[src/rtl/dm_arbiter_if.sv]
// dm_arbiter_if: one requester port of the data-memory arbiter.
// master = requester side (CPU / debug loader), slave = arbiter side.
interface dm_arbiter_if;
    logic        req;
    logic        we;
    logic [7:0]  addr;
    logic [31:0] wdata;
    logic        ack;
    logic [31:0] rdata;

    modport master (output req, we, addr, wdata, input ack, rdata);
    modport slave  (input req, we, addr, wdata, output ack, rdata);
endinterface

[src/rtl/dm_arbiter.sv]
// dm_arbiter: two-port arbiter (m0 = CPU, m1 = debug/loader) in front of a
// single-ported data RAM. Every transaction is IDLE -> GRANT -> ACK.
// Optional macro DM_ARBITER_RR_EN: round-robin tie-break through a
// last_grant register; when undefined, m0 wins every tie.
module dm_arbiter (
    input  logic                clk,
    input  logic                clr,
    dm_arbiter_if.slave         m0,
    dm_arbiter_if.slave         m1,
    output logic                ram_cs,
    output logic                ram_rd,
    output logic                ram_oe,
    output logic [7:0]          ram_addr,
    output logic [31:0]         ram_wdata,
    input  logic [31:0]         ram_rdata,
    output logic                busy,
    output logic [31:0]         xfer_count
);
    typedef enum logic [1:0] {
        IDLE  = 2'd0,
        GRANT = 2'd1,
        ACK   = 2'd2
    } state_t;

    state_t      state;
    logic        grant_sel;
    logic        winner;
    logic        m0_ack_q;
    logic        m1_ack_q;
    logic [31:0] m0_rdata_q;
    logic [31:0] m1_rdata_q;
    logic        own_req;
    logic        own_we;
    logic [7:0]  own_addr;
    logic [31:0] own_wdata;
`ifdef DM_ARBITER_RR_EN
    logic        last_grant;
`endif

    // Arbitration: a lone requester always wins; ties use the configured policy.
    always_comb begin
`ifdef DM_ARBITER_RR_EN
        winner = (m0.req && m1.req) ? ~last_grant : m1.req;
`else
        winner = m1.req && !m0.req;
`endif
    end

    // Owner's live inputs; the non-owner port is never looked at.
    always_comb begin
        own_req   = grant_sel ? m1.req   : m0.req;
        own_we    = grant_sel ? m1.we    : m0.we;
        own_addr  = grant_sel ? m1.addr  : m0.addr;
        own_wdata = grant_sel ? m1.wdata : m0.wdata;
    end

    // RAM strobes: only in GRANT and only while the owner still requests,
    // so an abandoned access never reaches the RAM.
    always_comb begin
        ram_cs    = (state == GRANT) && own_req;
        ram_rd    = ram_cs && !own_we;
        ram_oe    = ram_rd;
        ram_addr  = (state == GRANT) ? own_addr  : 8'd0;
        ram_wdata = (state == GRANT) ? own_wdata : 32'd0;
        busy      = (state != IDLE);
    end

    assign m0.ack   = m0_ack_q;
    assign m1.ack   = m1_ack_q;
    assign m0.rdata = m0_rdata_q;
    assign m1.rdata = m1_rdata_q;

    // Transaction FSM with registered ack/rdata/count.
    always_ff @(posedge clk or posedge clr) begin
        if (clr) begin
            state      <= IDLE;
            grant_sel  <= 1'b0;
            m0_ack_q   <= 1'b0;
            m1_ack_q   <= 1'b0;
            m0_rdata_q <= 32'd0;
            m1_rdata_q <= 32'd0;
            xfer_count <= 32'd0;
`ifdef DM_ARBITER_RR_EN
            last_grant <= 1'b1;
`endif
        end else begin
            case (state)
                IDLE: begin
                    if (m0.req || m1.req) begin
                        grant_sel <= winner;
                        state     <= GRANT;
                    end
                end
                GRANT: begin
                    if (own_req) begin
                        if (!own_we) begin
                            if (grant_sel) m1_rdata_q <= ram_rdata;
                            else           m0_rdata_q <= ram_rdata;
                        end
                        m0_ack_q <= !grant_sel;
                        m1_ack_q <= grant_sel;
                        state    <= ACK;
                    end else begin
                        state <= IDLE;
                    end
                end
                ACK: begin
                    m0_ack_q   <= 1'b0;
                    m1_ack_q   <= 1'b0;
                    xfer_count <= xfer_count + 32'd1;
`ifdef DM_ARBITER_RR_EN
                    last_grant <= grant_sel;
`endif
                    state      <= IDLE;
                end
                default: state <= IDLE;
            endcase
        end
    end
endmodule

[src/flat_wrapper.sv]
// flat-port wrapper written by rule: the top's interface ports become plain ports
module dm_arbiter_flat 
  (clk, clr, ram_cs, ram_rd, ram_oe, ram_addr, ram_wdata, ram_rdata, busy, xfer_count, m0_req, m0_we, m0_addr, m0_wdata, m0_ack, m0_rdata, m1_req, m1_we, m1_addr, m1_wdata, m1_ack, m1_rdata);
  dm_arbiter_if m0_i ();
  dm_arbiter_if m1_i ();
  input  logic clk;
  input  logic clr;
  output logic ram_cs;
  output logic ram_rd;
  output logic ram_oe;
  output logic [7:0] ram_addr;
  output logic [31:0] ram_wdata;
  input  logic [31:0] ram_rdata;
  output logic busy;
  output logic [31:0] xfer_count;
  input wire logic [$bits(m0_i.req)-1:0] m0_req;
  input wire logic [$bits(m0_i.we)-1:0] m0_we;
  input wire logic [$bits(m0_i.addr)-1:0] m0_addr;
  input wire logic [$bits(m0_i.wdata)-1:0] m0_wdata;
  output wire logic [$bits(m0_i.ack)-1:0] m0_ack;
  output wire logic [$bits(m0_i.rdata)-1:0] m0_rdata;
  input wire logic [$bits(m1_i.req)-1:0] m1_req;
  input wire logic [$bits(m1_i.we)-1:0] m1_we;
  input wire logic [$bits(m1_i.addr)-1:0] m1_addr;
  input wire logic [$bits(m1_i.wdata)-1:0] m1_wdata;
  output wire logic [$bits(m1_i.ack)-1:0] m1_ack;
  output wire logic [$bits(m1_i.rdata)-1:0] m1_rdata;
  assign m0_i.req = m0_req;
  assign m0_i.we = m0_we;
  assign m0_i.addr = m0_addr;
  assign m0_i.wdata = m0_wdata;
  assign m0_ack = m0_i.ack;
  assign m0_rdata = m0_i.rdata;
  assign m1_i.req = m1_req;
  assign m1_i.we = m1_we;
  assign m1_i.addr = m1_addr;
  assign m1_i.wdata = m1_wdata;
  assign m1_ack = m1_i.ack;
  assign m1_rdata = m1_i.rdata;
  dm_arbiter u_core (.clk(clk), .clr(clr), .m0(m0_i), .m1(m1_i), .ram_cs(ram_cs), .ram_rd(ram_rd), .ram_oe(ram_oe), .ram_addr(ram_addr), .ram_wdata(ram_wdata), .ram_rdata(ram_rdata), .busy(busy), .xfer_count(xfer_count));
endmodule
[config.mk]
export PLATFORM = sky130hd
export DESIGN_NAME = dm_arbiter_flat
export DESIGN_NICKNAME = d
export VERILOG_FILES = /design/src/rtl/dm_arbiter_if.sv /design/src/rtl/dm_arbiter.sv /design/src/flat_wrapper.sv
export SDC_FILE = /design/constraint.sdc
export NUM_CORES = 1
export LEC_CHECK = 0
export CAP_MARGIN = 10
export CORE_MARGIN = 4
export CORE_UTILIZATION = 42
export CTS_CLUSTER_DIAMETER = 40
export DETAILED_ROUTE_END_ITERATION = 10
export PLACE_DENSITY = 0.86
export SETUP_SLACK_MARGIN = 0.3
export SLEW_MARGIN = 20
export SYNTH_ARGS = -nofsm -noshare
export SYNTH_HDL_FRONTEND = slang
export SYNTH_SLANG_ARGS = --single-unit
export TNS_END_PERCENT = 50
[constraint.sdc]
create_clock -name clk -period 5.8 [get_ports clk]
set_input_delay 1.16 -clock clk [delete_from_list [all_inputs] [get_ports clk]]
set_output_delay 1.16 -clock clk [all_outputs]
set_load 0.01 [all_outputs]
==> results of run 1 <==
==> worst max path at each step <==
stage	from	depth (start not counted)	to	slack, ns
floorplan	clr	1	u_core.grant_sel$_DFFE_PP0P_	1.99
global placement	m1_req	6	ram_oe	1.43
detailed placement	m1_req	6	ram_oe	1.43
CTS	m1_req	6	ram_oe	1.43
global route	m1_req	6	ram_rd	1.29
finish	m1_req	6	ram_oe	1.44
==> where the power goes <==
group          internal [mW]  switching (mW)
registers              0.957           0.165
logic                   1.02           0.689
clock network          0.357           0.251
total                   2.33            1.11
==> layout make-up <==
class                   count  area [um2]  area share [%]
clock buffers              12         256            3.33
clock inverters             3        43.8           0.568
inverters                   3        13.8           0.179
multi-input cells         248        2060            26.7
flip-flops and latches    101        2530            32.8
well taps                 140         175            2.27
repair buffers            264        2630            34.1
==> per-layer routing <==
layer  GRT usage [%]  vias to the layer above  wire [um]
met1            22.5                     1865       4870
met5               0                        -          0
met4            9.50                        0        417
met3            5.34                       26       1120
li1                -                     1805          -
met2            37.1                      166       7260
==> through the flow <==
| step | utilization, % | area [um2] | power, mW | instances |
|---|---|---|---|---|
| 2_1_floorplan | - | 4760 | 1.92 | 374 |
| 3_3_place_gp | 67.4 | 7410 | 2.81 | 756 |
| 3_5_place_dp | 67.4 | 7410 | 2.86 | 756 |
| 4_1_cts | 70.2 | 7710 | 3.48 | 771 |
| 5_1_grt | 70.2 | 7710 | 3.62 | 771 |
| 6_report | 70.2 | 7710 | 3.44 | 771 |
==> worst max-delay path, cell delays in order <==
cell,delay [ns]
clkdlybuf4s50_1,0.52
nand2_1,0.15
nor3_4,0.17
buf_4,0.44
or2_2,0.21
clkdlybuf4s50_1,0.53
==> kinds of logic (layout without fill, tap and decap cells) <==
group | Yosys count | in the layout | synth area share [%]
buf+inv | 25 | 282 | 3.65
compound gates | 9 | 9 | 1.08
mux | 106 | 106 | 24.7
simple gates | 101 | 101 | 11.5
xor+xnor | 31 | 31 | 5.70
flops | 101 | 101 | 53.1
fa+ha+maj | 1 | 1 | 0.263
==> layout by cell type (no fill, tap or decap), types with 3 or more instances in the layout <==
cell type and instances:
a21oi_1 4, and3_1 8, and4_1 4, buf_4 5
clkbuf_16 9, clkdlybuf4s50_1 259, dfrtp_1 100, mux2_1 3
mux2_2 53, mux2_4 9, mux2i_1 41, nand2_1 8
nand3_1 13, nand4_1 10, nor2_1 45, xnor2_1 27
xor2_1 4
==> state kept, by name, summed over array words and instances (netlist names) <==
register,count
u_core.state,2
u_core.m1.ack,1
u_core.m1.rdata,32
u_core.grant_sel,1
u_core.m0.rdata,32
u_core.xfer_count,32
u_core.m0.ack,1
==> run_results.csv, run 1 <==
group,metric,value,unit
outcome,status,"complete, no violations",
hold_path,holdCritStartpoint,"u_core.xfer_count[31]$_DFFE_PP0P_",
route,drc,0,
clock_network,ctsResizeCount,0,
sta,whs,0.482,ns
route,drt-pass1-iter-count,4,
sta,tightest_slew,0.743,ns
job,max-cap-violations,0,
global_routing,antenna_found_initial,0,
yosys,yosysMostFrequentCell,"dfrtp_1",
sta,final.min_clock_period,4.36,ns
critical_path,rr_endpoint,"u_core.m1.rdata[18]$_DFFE_PP0P_",
sta,post-route-period-util,75.2,%
placement,dpl.hpwl,10700,um
sta,finalHoldViolCount,0,
finish,synthToLayoutAreaGrowth,61.9,%
yosys,yosys_warnings,0,
clock_network,cts_max_path_buffers,2,
finish,num-fill-cells,778,
floorplanning,start_util,43.3,%
hold_path,hold_path_end,"u_core.xfer_count[31]$_DFFE_PP0P_",
floorplanning,die_width,114,um
yosys,syn_nets,493,
global_routing,first_global_vias,4103,
clock_network,path_clk_slew,0.07,ns
route,vias,3862,
clock_network,cts_hold_buffers,0,
yosys,synth_top_area_share,53.1,%
yosys,seq_area_frac_synth,53.1,%
route,wl_per_cell,17.7,um
critical_path,path_max_fanout,33,
floorplanning,die_h,114,um
finish,drive_above_1_share,14.1,%
route,vias_per_cell,5.01,
route,routed_wl,13700,um
floorplanning,core,11000,um2
hold_path,whs_path_depth,1,
global_routing,grt_overflow,0,
sta,relSlewSlack,50.1,%
critical_path,criticalPathCategory,"in2out",
hold_path,min_path_type,"reg2reg",
pwr,peakVddDrop,275,uV
sta,slew_violations,0,
yosys,yosys-top-cells-count,"dfrtp_1, mux2_2, nor2_1",
global_routing,grt_pass1_wl,21100,um
route,drt_iter0_markers,198,
yosys,syn_inst,374,
sta,fmax,229,MHz
critical_path,reg2reg_depth,5,
critical_path,arrival,3.20,ns
yosys,syn_area,4760,um2
floorplanning,die-area,13100,um2
placement,gp_congestion,0.823,
yosys,synthTopCellsByArea,"dfrtp_1, mux2_2, mux2i_1",
clock_network,htreeDepth,3,
sta,rsz0062_at_grt,"no",
yosys,ys.flop_type,"dfrtp_1",
finish,n_antenna_cell,0,
global_routing,grt_max_degree,56,
pwr,p_leak,3.27,nW
critical_path,end_kind,"primary output",
pwr,power_density,446,nW/um2
yosys,synth_seq_cells,101,
floorplanning,pin_count,260,
critical_path,r2r_start,"u_core.grant_sel$_DFFE_PP0P_",
clock_network,worstSkewPairLatency,0.34,ns
floorplanning,std_cell_rows,38,
yosys,yosys.area.top_type,"dfrtp_1",
yosys,synth_area_per_cell,12.7,um2
finish,layout.nets,746,
clock_network,cts_tree,"yes",
critical_path,crit_path_start_kind,"input port",
critical_path,critical_path_required,4.64,ns
yosys,async_flop_share,100,%
sta,clock_skew,0.00870,ns
placement,io_buffer_count,259,
sta,finalSetupViolCount,0,
yosys,synth_enable_flop_cells,0,
clock_network,post_cts_buffers,0,
sta,final.setup.worst_slack,1.44,ns
yosys,synth_cell_types,33,
placement,pre_cts_slack,1.43,ns
sta,fin_setup_tns,0,ns
global_routing,grt_usage,20.6,%
clock_network,cts.sinks,101,
clock_network,numCtsBuffers,9,
critical_path,worst-r2r-setup-slack,3.48,ns
clock_network,cts-root-buf,"clkbuf_16",
route,ant_nets,0,
Note: power is estimated with default switching activity, not from simulation.
==> run 2, diff against run 1 <==
- CORE_UTILIZATION: 42 -> 35
- PLACE_DENSITY: 0.86 -> 0.76
- clock period: 5.8 -> 3.8 ns (I/O delays scaled with it)
==> run_results.csv, run 2 (synthesis gave the netlist of run 1 again) <==
group,metric,value,unit
outcome,status,"complete, no violations",
critical_path,critPathTopFamily,"buffers and inverters",
route,wl_per_cell,16.9,um
critical_path,path_cells,"clkdlybuf4s50_1, nand2b_1, nor3_4, or2_2, clkdlybuf4s50_1",
sta,relSlewSlack,54.1,%
floorplanning,core,13300,um2
critical_path,path_common_cell,"clkdlybuf4s50_1",
placement,pre_cts_slack,0.692,ns
placement,io_buffer_count,259,
sta,fin_setup_tns,0,ns
floorplanning,std_cell_rows,42,
clock_network,cts_max_path_buffers,2,
clock_network,cts_hold_buffers,0,
global_routing,grt_max_degree,54,
placement,gp_congestion,0.762,
critical_path,slowest_stage,"clkdlybuf4s50_1",
clock_network,cts_tree,"yes",
route,vias_per_cell,4.76,
finish,drive_above_1_share,14.5,%
critical_path,path_max_fanout,5,
route,drt_iter0_markers,180,
finish,mostFrequentLayoutCells,"clkdlybuf4s50_1, dfrtp_1, mux2_2",
finish,final_common_cell,"clkdlybuf4s50_1",
pwr,switchingPower,1.69,mW
route,drt-pass1-iter-count,4,
hold_path,min_path_type,"reg2reg",
finish,n_antenna_cell,0,
pwr,power_density,680,nW/um2
pwr,sw_frac_of_total,31.9,%
pwr,p_leak,3.29,nW
sta,slew_violations,0,
pwr,p_total,5.31,mW
clock_network,cts-root-buf,"clkbuf_16",
route,ant_nets,0,
critical_path,worst-r2r-setup-slack,1.60,ns
placement,dpl.hpwl,10800,um
finish,finalNonFillerCells,809,
clock_network,htreeDepth,3,
critical_path,critPathBufInv,2,
sta,finalSetupViolCount,0,
global_routing,grt_pass1_wl,21800,um
sta,fmax,322,MHz
sta,final.setup.worst_slack,0.691,ns
clock_network,post_cts_buffers,0,
critical_path,criticalPathCategory,"in2out",
route,routed_wl,13700,um
pwr,p_int,3.62,mW
critical_path,slowest_delay,0.49,ns
route,vias,3853,
global_routing,grt_usage,17.3,%
clock_network,ctsResizeCount,0,
global_routing,grt_overflow,0,
job,max-cap-violations,0,
clock_network,numCtsBuffers,9,
critical_path,crit_path_start_kind,"input port",
critical_path,critical_path_required,3.04,ns
pwr,seqPwrFrac,32.3,%
critical_path,arrival,2.35,ns
critical_path,end_kind,"primary output",
finish,layout.nets,747,
floorplanning,die_width,125,um
pwr,clkPwrFrac,18.8,%
clock_network,cts.sinks,101,
clock_network,path_clk_slew,0.07,ns
floorplanning,die-area,15500,um2
pwr,peakVddDrop,276,uV
sta,post-route-period-util,81.8,%
sta,final.min_clock_period,3.11,ns
sta,tightest_slew,0.683,ns
route,drc,0,
clock_network,worstSkewPairLatency,0.34,ns
sta,finalHoldViolCount,0,
placement,numPlacedInstances,793,
sta,clock_skew,0.00692,ns
finish,synthToLayoutAreaGrowth,63.9,%
global_routing,first_global_vias,4163,
pwr,pwr-share-comb,48.9,%
floorplanning,pin_count,260,
floorplanning,die_h,125,um
global_routing,antenna_found_initial,0,
floorplanning,start_util,35.8,%
sta,rsz0062_at_grt,"no",
## run 2: changes by cell type in the layout (fill, tap and decap cells not counted), sizes merged
| cell | before | now |
|---|---|---|
| clkinvlp | 0 | 2 |
| bufinv | 1 | 2 |
| clkinv | 1 | 0 |
| clkbuf | 12 | 10 |
| inv | 4 | 5 |
| buf | 5 | 6 |
## run 2: area by class of cell
cell class,count,area [um2]
clock buffer,10,239
clock inverter,6,92.6
fill,1066,5490
inverter,3,13.8
multi-input combinational,248,2060
sequential,101,2530
tap,176,220
timing repair buffer,265,2650
## run 2: power by group through the flow
| stage | sequential [mW] | combinational (mW) | clock (mW) |
|---|---|---|---|
| after floorplan | 1.85 | 1.09 | 0 |
| after global placement | 1.71 | 2.60 | 0 |
| after detailed placement | 1.74 | 2.64 | 0 |
| after CTS | 1.72 | 2.65 | 1.02 |
| after global routing | 1.77 | 2.76 | 1.08 |
| final | 1.71 | 2.60 | 0.998 |
## run 2: worst paths after layout
check                                                   from                           endpoint  cells after the start
max                                                   m0_req                             ram_oe                      5
min                        u_core.xfer_count[31]$_DFFE_PP0P_  u_core.xfer_count[31]$_DFFE_PP0P_                      1
max in group asynchronous                                clr     u_core.m0.rdata[0]$_DFFE_PP0P_                      3
min in group asynchronous                                clr     u_core.m1.rdata[2]$_DFFE_PP0P_                      2
max reg2reg                      u_core.state[0]$_DFFE_PP0P_    u_core.m1.rdata[19]$_DFFE_PP0P_                      4
min reg2reg                u_core.xfer_count[31]$_DFFE_PP0P_  u_core.xfer_count[31]$_DFFE_PP0P_                      1
## run 2: through the flow
| stage | hold slack [ns] | cell area [um2] | util [%] |
|---|---|---|---|
| 2_1_floorplan | 0.508 | 4760 | - |
| 3_3_place_gp | 0.461 | 7470 | 56.2 |
| 3_5_place_dp | 0.479 | 7470 | 56.2 |
| 4_1_cts | 0.493 | 7800 | 58.7 |
| 5_1_grt | 0.520 | 7800 | 58.7 |
| 6_report | 0.492 | 7800 | 58.7 |
## run 2: metal layers
layer  vias to the layer above  track usage (%)  part of all wire [%]
met1                      1848             18.8                    39
met3                        18             5.10                   7.2
li1                       1813                -                     -
met2                       174             31.8                    52
met5                         -                0                     0
met4                         0             6.19                   2.3
## run 2: worst reg2reg max path, stage by stage (launching register included)
cell and delay [ns]:
dfrtp_1 0.57, nand2b_4 0.36, nor3_4 0.28, buf_4 0.47, mux2_2 0.41
